`src/rtl/game_pkg.sv`:
```
// Shared types for the turn scheduler: board squares, turn states and small helpers.
package game_pkg;

  // Square index {row[5:3], col[2:0]}
  typedef logic [5:0] square_t;

  typedef enum logic [2:0] {
    IDLE,
    LOCAL_TURN,
    LOCAL_COMMIT,
    REMOTE_TURN,
    REMOTE_COMMIT,
    GAME_OVER
  } turn_state_t;

  localparam square_t    NULL_SQ      = 6'd0;
  localparam logic [9:0] TURN_CNT_MAX = 10'd1023;

  // A request whose source equals its destination is a cancelled pick, not a move
  function automatic logic is_move(input square_t from_sq, input square_t to_sq);
    return from_sq != to_sq;
  endfunction

endpackage

```
`src/rtl/turn_scheduler_if.sv`:
```
// Move request / board update / UART send channels of the turn scheduler.
// master = scheduler side, slave = the surrounding game logic, board and encoder.
interface turn_scheduler_if;
  import game_pkg::*;

  logic    local_req;
  square_t local_from;
  square_t local_to;
  logic    local_ack;

  logic    remote_req;
  square_t remote_from;
  square_t remote_to;
  logic    remote_ack;

  logic    upd_valid;
  square_t upd_from;
  square_t upd_to;
  logic    upd_ready;

  logic    tx_valid;
  square_t tx_from;
  square_t tx_to;
  logic    tx_ready;

  modport master (
    input  local_req, local_from, local_to,
    output local_ack,
    input  remote_req, remote_from, remote_to,
    output remote_ack,
    output upd_valid, upd_from, upd_to,
    input  upd_ready,
    output tx_valid, tx_from, tx_to,
    input  tx_ready
  );

  modport slave (
    output local_req, local_from, local_to,
    input  local_ack,
    output remote_req, remote_from, remote_to,
    input  remote_ack,
    input  upd_valid, upd_from, upd_to,
    output upd_ready,
    input  tx_valid, tx_from, tx_to,
    output tx_ready
  );

endinterface

```
`src/rtl/turn_timer.sv`:
```
// Per-turn move timer: a 1 s prescaler feeding a seconds down-counter.
// Only instantiated when TURN_TIMER_EN is defined.
module turn_timer #(
  parameter int CLK_HZ      = 65_000_000,
  parameter int TURN_TIME_S = 60
) (
  input  logic       clk,
  input  logic       rst,
  input  logic       reload,
  input  logic       run,
  output logic [7:0] time_left,
  output logic       expired
);

  localparam int              PW         = (CLK_HZ > 1) ? $clog2(CLK_HZ) : 1;
  localparam logic [PW-1:0]   PRESC_LAST = PW'(CLK_HZ - 1);
  localparam logic [7:0]      TIME_INIT  = 8'(TURN_TIME_S);

  logic [PW-1:0] presc_reg;
  logic [7:0]    time_left_reg;
  logic          tick;

  assign tick      = run && (presc_reg == PRESC_LAST);
  // Fires in the cycle whose closing edge takes time_left from 1 to 0
  assign expired   = tick && (time_left_reg == 8'd1);
  assign time_left = time_left_reg;

  // Prescaler and seconds counter; reload restarts a full second from zero
  always_ff @(posedge clk or posedge rst) begin
    if (rst) begin
      presc_reg     <= '0;
      time_left_reg <= TIME_INIT;
    end else if (reload) begin
      presc_reg     <= '0;
      time_left_reg <= TIME_INIT;
    end else if (run) begin
      if (tick) begin
        presc_reg <= '0;
        if (time_left_reg != 8'd0) time_left_reg <= time_left_reg - 8'd1;
      end else begin
        presc_reg <= presc_reg + 1'b1;
      end
    end
  end

endmodule

```
`src/rtl/turn_scheduler.sv`:
```
// Chess turn scheduler: alternates local and remote turns, owns the board write
// port, forwards committed local moves to the UART encoder and times each turn.
// Macro TURN_TIMER_EN enables the per-turn timer; without it time_left is fixed
// at TURN_TIME_S and the game never times out.
module turn_scheduler
  import game_pkg::*;
#(
  parameter int CLK_HZ      = 65_000_000,
  parameter int TURN_TIME_S = 60
) (
  input  logic              clk,
  input  logic              rst,
  input  logic              set_player,
  turn_scheduler_if.master  bus,
  output logic              your_turn,
  output logic [7:0]        time_left,
  output logic [9:0]        turn_cnt,
  output logic              proto_err,
  output logic              game_over,
  output logic              local_lost
);

  localparam logic [7:0] TIME_INIT = 8'(TURN_TIME_S);

  turn_state_t state_reg, state_next;
  logic        local_ack_next, remote_ack_next, proto_err_next;
  logic        local_move, remote_move, expired, commit_done;

  logic        upd_valid_reg, tx_valid_reg, your_turn_reg;
  square_t     upd_from_reg, upd_to_reg, tx_from_reg, tx_to_reg;
  logic [9:0]  turn_cnt_reg;
  logic        game_over_reg, local_lost_reg;

  assign local_move  = bus.local_req && is_move(bus.local_from, bus.local_to);
  assign remote_move = bus.remote_req && is_move(bus.remote_from, bus.remote_to);

`ifdef TURN_TIMER_EN
  logic timer_reload, timer_run;

  assign timer_run    = (state_reg == LOCAL_TURN) || (state_reg == REMOTE_TURN);
  // Turn states are never entered from each other, so any change into one is an entry
  assign timer_reload = (state_next != state_reg) &&
                        ((state_next == LOCAL_TURN) || (state_next == REMOTE_TURN));

  turn_timer #(
    .CLK_HZ      (CLK_HZ),
    .TURN_TIME_S (TURN_TIME_S)
  ) u_turn_timer (
    .clk       (clk),
    .rst       (rst),
    .reload    (timer_reload),
    .run       (timer_run),
    .time_left (time_left),
    .expired   (expired)
  );
`else
  logic [31:0] unused_cfg;
  assign unused_cfg = 32'(CLK_HZ);
  assign time_left  = TIME_INIT;
  assign expired    = 1'b0;
`endif

  // Next-state decode plus the same-cycle ack / protocol-error responses
  always_comb begin
    state_next      = state_reg;
    local_ack_next  = 1'b0;
    remote_ack_next = 1'b0;
    proto_err_next  = 1'b0;
    if (!rst) begin
      case (state_reg)
        IDLE: begin
          if (set_player) begin
            state_next     = LOCAL_TURN;
            proto_err_next = bus.remote_req;
          end else if (bus.remote_req) begin
            if (remote_move) begin
              remote_ack_next = 1'b1;
              state_next      = REMOTE_COMMIT;
            end else begin
              proto_err_next = 1'b1;
            end
          end
        end
        LOCAL_TURN: begin
          if (expired) begin
            state_next = GAME_OVER;
          end else begin
            if (bus.local_req) begin
              local_ack_next = 1'b1;
              if (local_move) state_next = LOCAL_COMMIT;
            end
            if (bus.remote_req) proto_err_next = 1'b1;
          end
        end
        LOCAL_COMMIT: begin
          if ((!upd_valid_reg || bus.upd_ready) && (!tx_valid_reg || bus.tx_ready))
            state_next = REMOTE_TURN;
        end
        REMOTE_TURN: begin
          if (expired) begin
            state_next = GAME_OVER;
          end else if (bus.remote_req) begin
            if (remote_move) begin
              remote_ack_next = 1'b1;
              state_next      = REMOTE_COMMIT;
            end else begin
              proto_err_next = 1'b1;
            end
          end
        end
        REMOTE_COMMIT: begin
          if (upd_valid_reg && bus.upd_ready) state_next = LOCAL_TURN;
        end
        default: state_next = state_reg;
      endcase
    end
  end

  assign commit_done = ((state_reg == LOCAL_COMMIT)  && (state_next == REMOTE_TURN)) ||
                       ((state_reg == REMOTE_COMMIT) && (state_next == LOCAL_TURN));

  // State register and registered channel / status outputs
  always_ff @(posedge clk or posedge rst) begin
    if (rst) begin
      state_reg      <= IDLE;
      your_turn_reg  <= 1'b0;
      upd_valid_reg  <= 1'b0;
      upd_from_reg   <= NULL_SQ;
      upd_to_reg     <= NULL_SQ;
      tx_valid_reg   <= 1'b0;
      tx_from_reg    <= NULL_SQ;
      tx_to_reg      <= NULL_SQ;
      turn_cnt_reg   <= '0;
      game_over_reg  <= 1'b0;
      local_lost_reg <= 1'b0;
    end else begin
      state_reg     <= state_next;
      your_turn_reg <= (state_next == LOCAL_TURN);

      if (local_ack_next && local_move) begin
        upd_valid_reg <= 1'b1;
        upd_from_reg  <= bus.local_from;
        upd_to_reg    <= bus.local_to;
        tx_valid_reg  <= 1'b1;
        tx_from_reg   <= bus.local_from;
        tx_to_reg     <= bus.local_to;
      end else if (remote_ack_next) begin
        upd_valid_reg <= 1'b1;
        upd_from_reg  <= bus.remote_from;
        upd_to_reg    <= bus.remote_to;
      end else begin
        if (upd_valid_reg && bus.upd_ready) upd_valid_reg <= 1'b0;
        if (tx_valid_reg && bus.tx_ready)   tx_valid_reg  <= 1'b0;
      end

      if (commit_done && (turn_cnt_reg != TURN_CNT_MAX))
        turn_cnt_reg <= turn_cnt_reg + 10'd1;

      if ((state_next == GAME_OVER) && (state_reg != GAME_OVER)) begin
        game_over_reg  <= 1'b1;
        local_lost_reg <= (state_reg == LOCAL_TURN);
      end
    end
  end

  assign bus.local_ack  = local_ack_next;
  assign bus.remote_ack = remote_ack_next;
  assign bus.upd_valid  = upd_valid_reg;
  assign bus.upd_from   = upd_from_reg;
  assign bus.upd_to     = upd_to_reg;
  assign bus.tx_valid   = tx_valid_reg;
  assign bus.tx_from    = tx_from_reg;
  assign bus.tx_to      = tx_to_reg;

  assign proto_err  = proto_err_next;
  assign your_turn  = your_turn_reg;
  assign turn_cnt   = turn_cnt_reg;
  assign game_over  = game_over_reg;
  assign local_lost = local_lost_reg;

endmodule
```
`src/flat_wrapper.sv`:
```
// flat-port wrapper written by rule: the top's interface ports become plain ports
module turn_scheduler_flat import game_pkg::*;
#(
  parameter int CLK_HZ      = 65_000_000,
  parameter int TURN_TIME_S = 60
)
  (clk, rst, set_player, your_turn, time_left, turn_cnt, proto_err, game_over, local_lost, bus_local_req, bus_local_from, bus_local_to, bus_local_ack, bus_remote_req, bus_remote_from, bus_remote_to, bus_remote_ack, bus_upd_valid, bus_upd_from, bus_upd_to, bus_upd_ready, bus_tx_valid, bus_tx_from, bus_tx_to, bus_tx_ready);
  turn_scheduler_if bus_i ();
  input  logic clk;
  input  logic rst;
  input  logic set_player;
  output logic your_turn;
  output logic [7:0] time_left;
  output logic [9:0] turn_cnt;
  output logic proto_err;
  output logic game_over;
  output logic local_lost;
  input wire logic [$bits(bus_i.local_req)-1:0] bus_local_req;
  input wire logic [$bits(bus_i.local_from)-1:0] bus_local_from;
  input wire logic [$bits(bus_i.local_to)-1:0] bus_local_to;
  output wire logic [$bits(bus_i.local_ack)-1:0] bus_local_ack;
  input wire logic [$bits(bus_i.remote_req)-1:0] bus_remote_req;
  input wire logic [$bits(bus_i.remote_from)-1:0] bus_remote_from;
  input wire logic [$bits(bus_i.remote_to)-1:0] bus_remote_to;
  output wire logic [$bits(bus_i.remote_ack)-1:0] bus_remote_ack;
  output wire logic [$bits(bus_i.upd_valid)-1:0] bus_upd_valid;
  output wire logic [$bits(bus_i.upd_from)-1:0] bus_upd_from;
  output wire logic [$bits(bus_i.upd_to)-1:0] bus_upd_to;
  input wire logic [$bits(bus_i.upd_ready)-1:0] bus_upd_ready;
  output wire logic [$bits(bus_i.tx_valid)-1:0] bus_tx_valid;
  output wire logic [$bits(bus_i.tx_from)-1:0] bus_tx_from;
  output wire logic [$bits(bus_i.tx_to)-1:0] bus_tx_to;
  input wire logic [$bits(bus_i.tx_ready)-1:0] bus_tx_ready;
  assign bus_i.local_req = bus_local_req;
  assign bus_i.local_from = bus_local_from;
  assign bus_i.local_to = bus_local_to;
  assign bus_local_ack = bus_i.local_ack;
  assign bus_i.remote_req = bus_remote_req;
  assign bus_i.remote_from = bus_remote_from;
  assign bus_i.remote_to = bus_remote_to;
  assign bus_remote_ack = bus_i.remote_ack;
  assign bus_upd_valid = bus_i.upd_valid;
  assign bus_upd_from = bus_i.upd_from;
  assign bus_upd_to = bus_i.upd_to;
  assign bus_i.upd_ready = bus_upd_ready;
  assign bus_tx_valid = bus_i.tx_valid;
  assign bus_tx_from = bus_i.tx_from;
  assign bus_tx_to = bus_i.tx_to;
  assign bus_i.tx_ready = bus_tx_ready;
  turn_scheduler #(.CLK_HZ(CLK_HZ), .TURN_TIME_S(TURN_TIME_S)) u_core (.clk(clk), .rst(rst), .set_player(set_player), .bus(bus_i), .your_turn(your_turn), .time_left(time_left), .turn_cnt(turn_cnt), .proto_err(proto_err), .game_over(game_over), .local_lost(local_lost));
endmodule
```
`config.mk`:
```
export PLATFORM = sky130hd
export DESIGN_NAME = turn_scheduler_flat
export DESIGN_NICKNAME = d
export VERILOG_FILES = /design/src/rtl/game_pkg.sv /design/src/rtl/turn_scheduler_if.sv /design/src/rtl/turn_timer.sv /design/src/rtl/turn_scheduler.sv /design/src/flat_wrapper.sv
export SDC_FILE = /design/constraint.sdc
export NUM_CORES = 1
export LEC_CHECK = 0
export CORE_ASPECT_RATIO = 1.25
export CORE_MARGIN = 1
export CORE_UTILIZATION = 47
export DETAILED_ROUTE_END_ITERATION = 16
export PLACE_DENSITY = 0.94
export SYNTH_ARGS = -nofsm -noshare
export SYNTH_HDL_FRONTEND = slang
export SYNTH_HIERARCHICAL = 1
export SYNTH_SLANG_ARGS = --single-unit
```
`constraint.sdc`:
```
create_clock -name clk -period 5.3 [get_ports clk]
set_input_delay 1.325 -clock clk [delete_from_list [all_inputs] [get_ports clk]]
set_output_delay 1.325 -clock clk [all_outputs]
set_load 0.005 [all_outputs]
```
==> flow_summary_export.csv <==
group,metric,value,unit
clock_tree,postCtsSetupRepairBufs,0,
grt,grt_max_degree,25,
synth,synth_common_cells,"dfrtp_1 (42), nand2_1 (32), xor2_1 (21)",
layout,nNetsFinal,302,
worst_setup_path,cpMostUsedCell,"clkdlybuf4s50_1",
sta,layout_min_cycle_time,4.62,ns
placement,pre_cts_ws,0.671,ns
route,vias_per_cell,5.25,
floorplanning,rows,26,
run,max_cap_violations,0,
layout,largest_reg_flops,10,
synth,synth_cells,199,
grt,grt_pass1_wl,8.32,mm
grt,antenna_found_initial,0,
pwr,p_leak,1.31,nW
outcome,status,"finished, final reports clean",
sta,setup_viol,0,
worst_setup_path,cp_max_fo,4,
synth,synth_edf_count,0,
synth,async_flop_share,100,%
route,wl_per_cell,15.2,um
clock_tree,cts_hold_buffers,0,
floorplanning,core,4160,um^2
sta,timing.final.ws_setup,0.679,ns
pwr,power.density,421,nW/um^2
placement,dp_cells,319,
worst_setup_path,max_stage_delay,0.55,ns
synth,synth_area_per_cell,10.5,um^2
sta,fin_skew,0.00428,ns
route,drc,0,
layout,layoutNonFillerInstCount,327,
layout,layout-drive-gt1-share,11.1,%
clock_tree,cts.sinks,42,
sta,final.setup.tns,0,ns
worst_setup_path,worstPathCellList,"clkdlybuf4s50_1, xor2_1, nor4_1, buf_4, nand2_1, a221oi_1, clkdlybuf4s50_1",
clock_tree,cts.clk_slew.worst_paths,0.08,ns
layout,diodes,0,
placement,dpl.hpwl,3.79,mm
route,first_pass_iters,4,
placement,dpl_cell_area,2830,um^2
layout,fin_area,2930,um^2
worst_setup_path,worstPathArrival,3.30,ns
sta,worst_slew_pin_slew,0.844,ns
min_path,worstHoldPathType,"reg2reg",
floorplanning,io_pins,81,
worst_setup_path,crit_buf_inv,3,
worst_setup_path,crit_family,"buffers and inverters",
worst_setup_path,slowest_stage,"clkdlybuf4s50_1",
sta,slew_headroom,43.6,%
sta,fin_crit_sh,87.2,%
grt,grt_pass1_vias,1784,
worst_setup_path,worst_setup_path_end_kind,"primary output",
layout,area_delta_synth_final,39.9,%
placement,io_buffers,72,
sta,rsz0062_at_grt,"no",
sta,final-hold-violation-count,0,
sta,fmax,216,MHz
synth,synth_warnings,6,
clock_tree,clockBufferDepth,2,
floorplanning,start_util,50.3,%
grt,grt-ovfl-total,0,
synth,ys_seq_area_share,50.2,%
clock_tree,cts_resized,0,
worst_setup_path,required,3.97,ns
synth,synth_cell_type_count,42,
layout,final_util,70.3,%
route,vias,1717,
synth,synth_seq_cells,42,
floorplanning,die_x,61.7,um
pwr,ir_drop,0.299,mV
route,wirelength,4.99,mm
clock_tree,clock_latency,0.30,ns
clock_tree,cts_root_buf,"clkbuf_8",
synth,yosys.area.top_type,"dfrtp_1",
worst_setup_path,critPathKind,"in2out",
worst_setup_path,setup.worst_path.start_class,"primary input",
sta,maxSlewViolCount,0,
grt,grt_util_all_layers,23.7,%
clock_tree,cts_inserted_buffers,5,
synth,synthTopCellsByArea,"dfrtp_1 (50%), xor2_1 (8.8%), mux2_2 (6.5%)",
floorplanning,die_h,76.6,um
clock_tree,cts_tree,"built",
synth,synth_top_flop_cell,"dfrtp_1",
floorplanning,die-area,4730,um^2
clock_tree,h-tree-depth,2,
synth,yosys.cell_count.top_type,"dfrtp_1",
route,ant_nets,0,
route,drt_iter0_drc,98,
synth,synth_top_area_share,50.2,%
synth,synth_area,2090,um^2
placement,globalplace.congestion,0.862,
[per-stage QoR]
step                hold slack [ns]  power, mW
finish                        0.380       1.23
global route                  0.401       1.31
CTS                           0.385       1.24
detailed placement            0.367       1.02
global placement              0.364      0.996
floorplan                     0.452      0.740
[power by group]
part | switching [mW] | leakage, nW | internal, mW
Sequential | 0.0904 | 0.535 | 0.431
Combinational | 0.193 | 0.729 | 0.301
Clock | 0.113 | 0.0472 | 0.105
[path summary, 6_finish.rpt]
kind	from	end	slack [ns]	cells after the start
hold reg to reg	u_core/game_over	u_core/game_over	0.38	0
min in group asynchronous	rst	u_core/bus.tx_from[2]	1.60	2
hold / removal	u_core/game_over	u_core/game_over	0.38	0
setup reg to reg	u_core/state_reg[0]	u_core/turn_cnt[1]	3.02	6
setup / recovery	bus_remote_from[5]	proto_err	0.68	7
max in group asynchronous	rst	u_core/bus.upd_from[4]	2.92	3
[logic make-up (layout without fill, tap and decap cells)]
group / Yosys count / in the layout / synth area share [%]
AND/OR/NAND/NOR: 69 / 69 / 16.5
flip-flops: 42 / 42 / 50.2
AO/OA/AOI/OAI: 28 / 28 / 10.2
XOR/XNOR: 22 / 22 / 9.21
buffers and inverters: 22 / 88 / 5.92
multiplexers: 13 / 13 / 6.99
other: 2 / 8 / 0.359
adder cells (fa/ha/maj): 1 / 1 / 0.598
[per-layer routing]
layer	track usage (%)	wire [um]	part of all wire [%]	vias to the layer above
met5	0	0	0	-
met4	7.11	66	1.3	0
met3	9.34	402	8.1	7
met2	37.7	2500	50	74
met1	29.0	2010	40	822
li1	-	-	-	814
[area by class of cell]
| type | instances | area (um^2) |
|---|---|---|
| fillers | 317 | 1240 |
| clock buffers | 6 | 82.6 |
| multi-input cells | 141 | 946 |
| well taps | 56 | 70.1 |
| flip-flops and latches | 42 | 1050 |
| clock inverters | 2 | 12.5 |
| repair buffers | 76 | 751 |
| inverters | 4 | 15.0 |
[cell usage in the layout, fill, tap and decap left out, types with 2 or more instances in the layout]
| cell type | instances |
|---|---|
| a22oi_1 | 12 |
| mux2_2 | 12 |
| conb_1 | 8 |
| nor3_1 | 5 |
| o21ai_0 | 3 |
| xor2_1 | 21 |
| nand2_1 | 32 |
| nand4_1 | 2 |
| nand3_1 | 4 |
| buf_4 | 4 |
| nor2b_1 | 3 |
| clkdlybuf4s50_1 | 72 |
| nand2b_1 | 4 |
| inv_1 | 4 |
| clkbuf_8 | 6 |
| dfrtp_1 | 42 |
| nor4_1 | 3 |
| or3_1 | 2 |
| nor2_1 | 8 |
No activity file was read; power rests on OpenSTA's default activity.
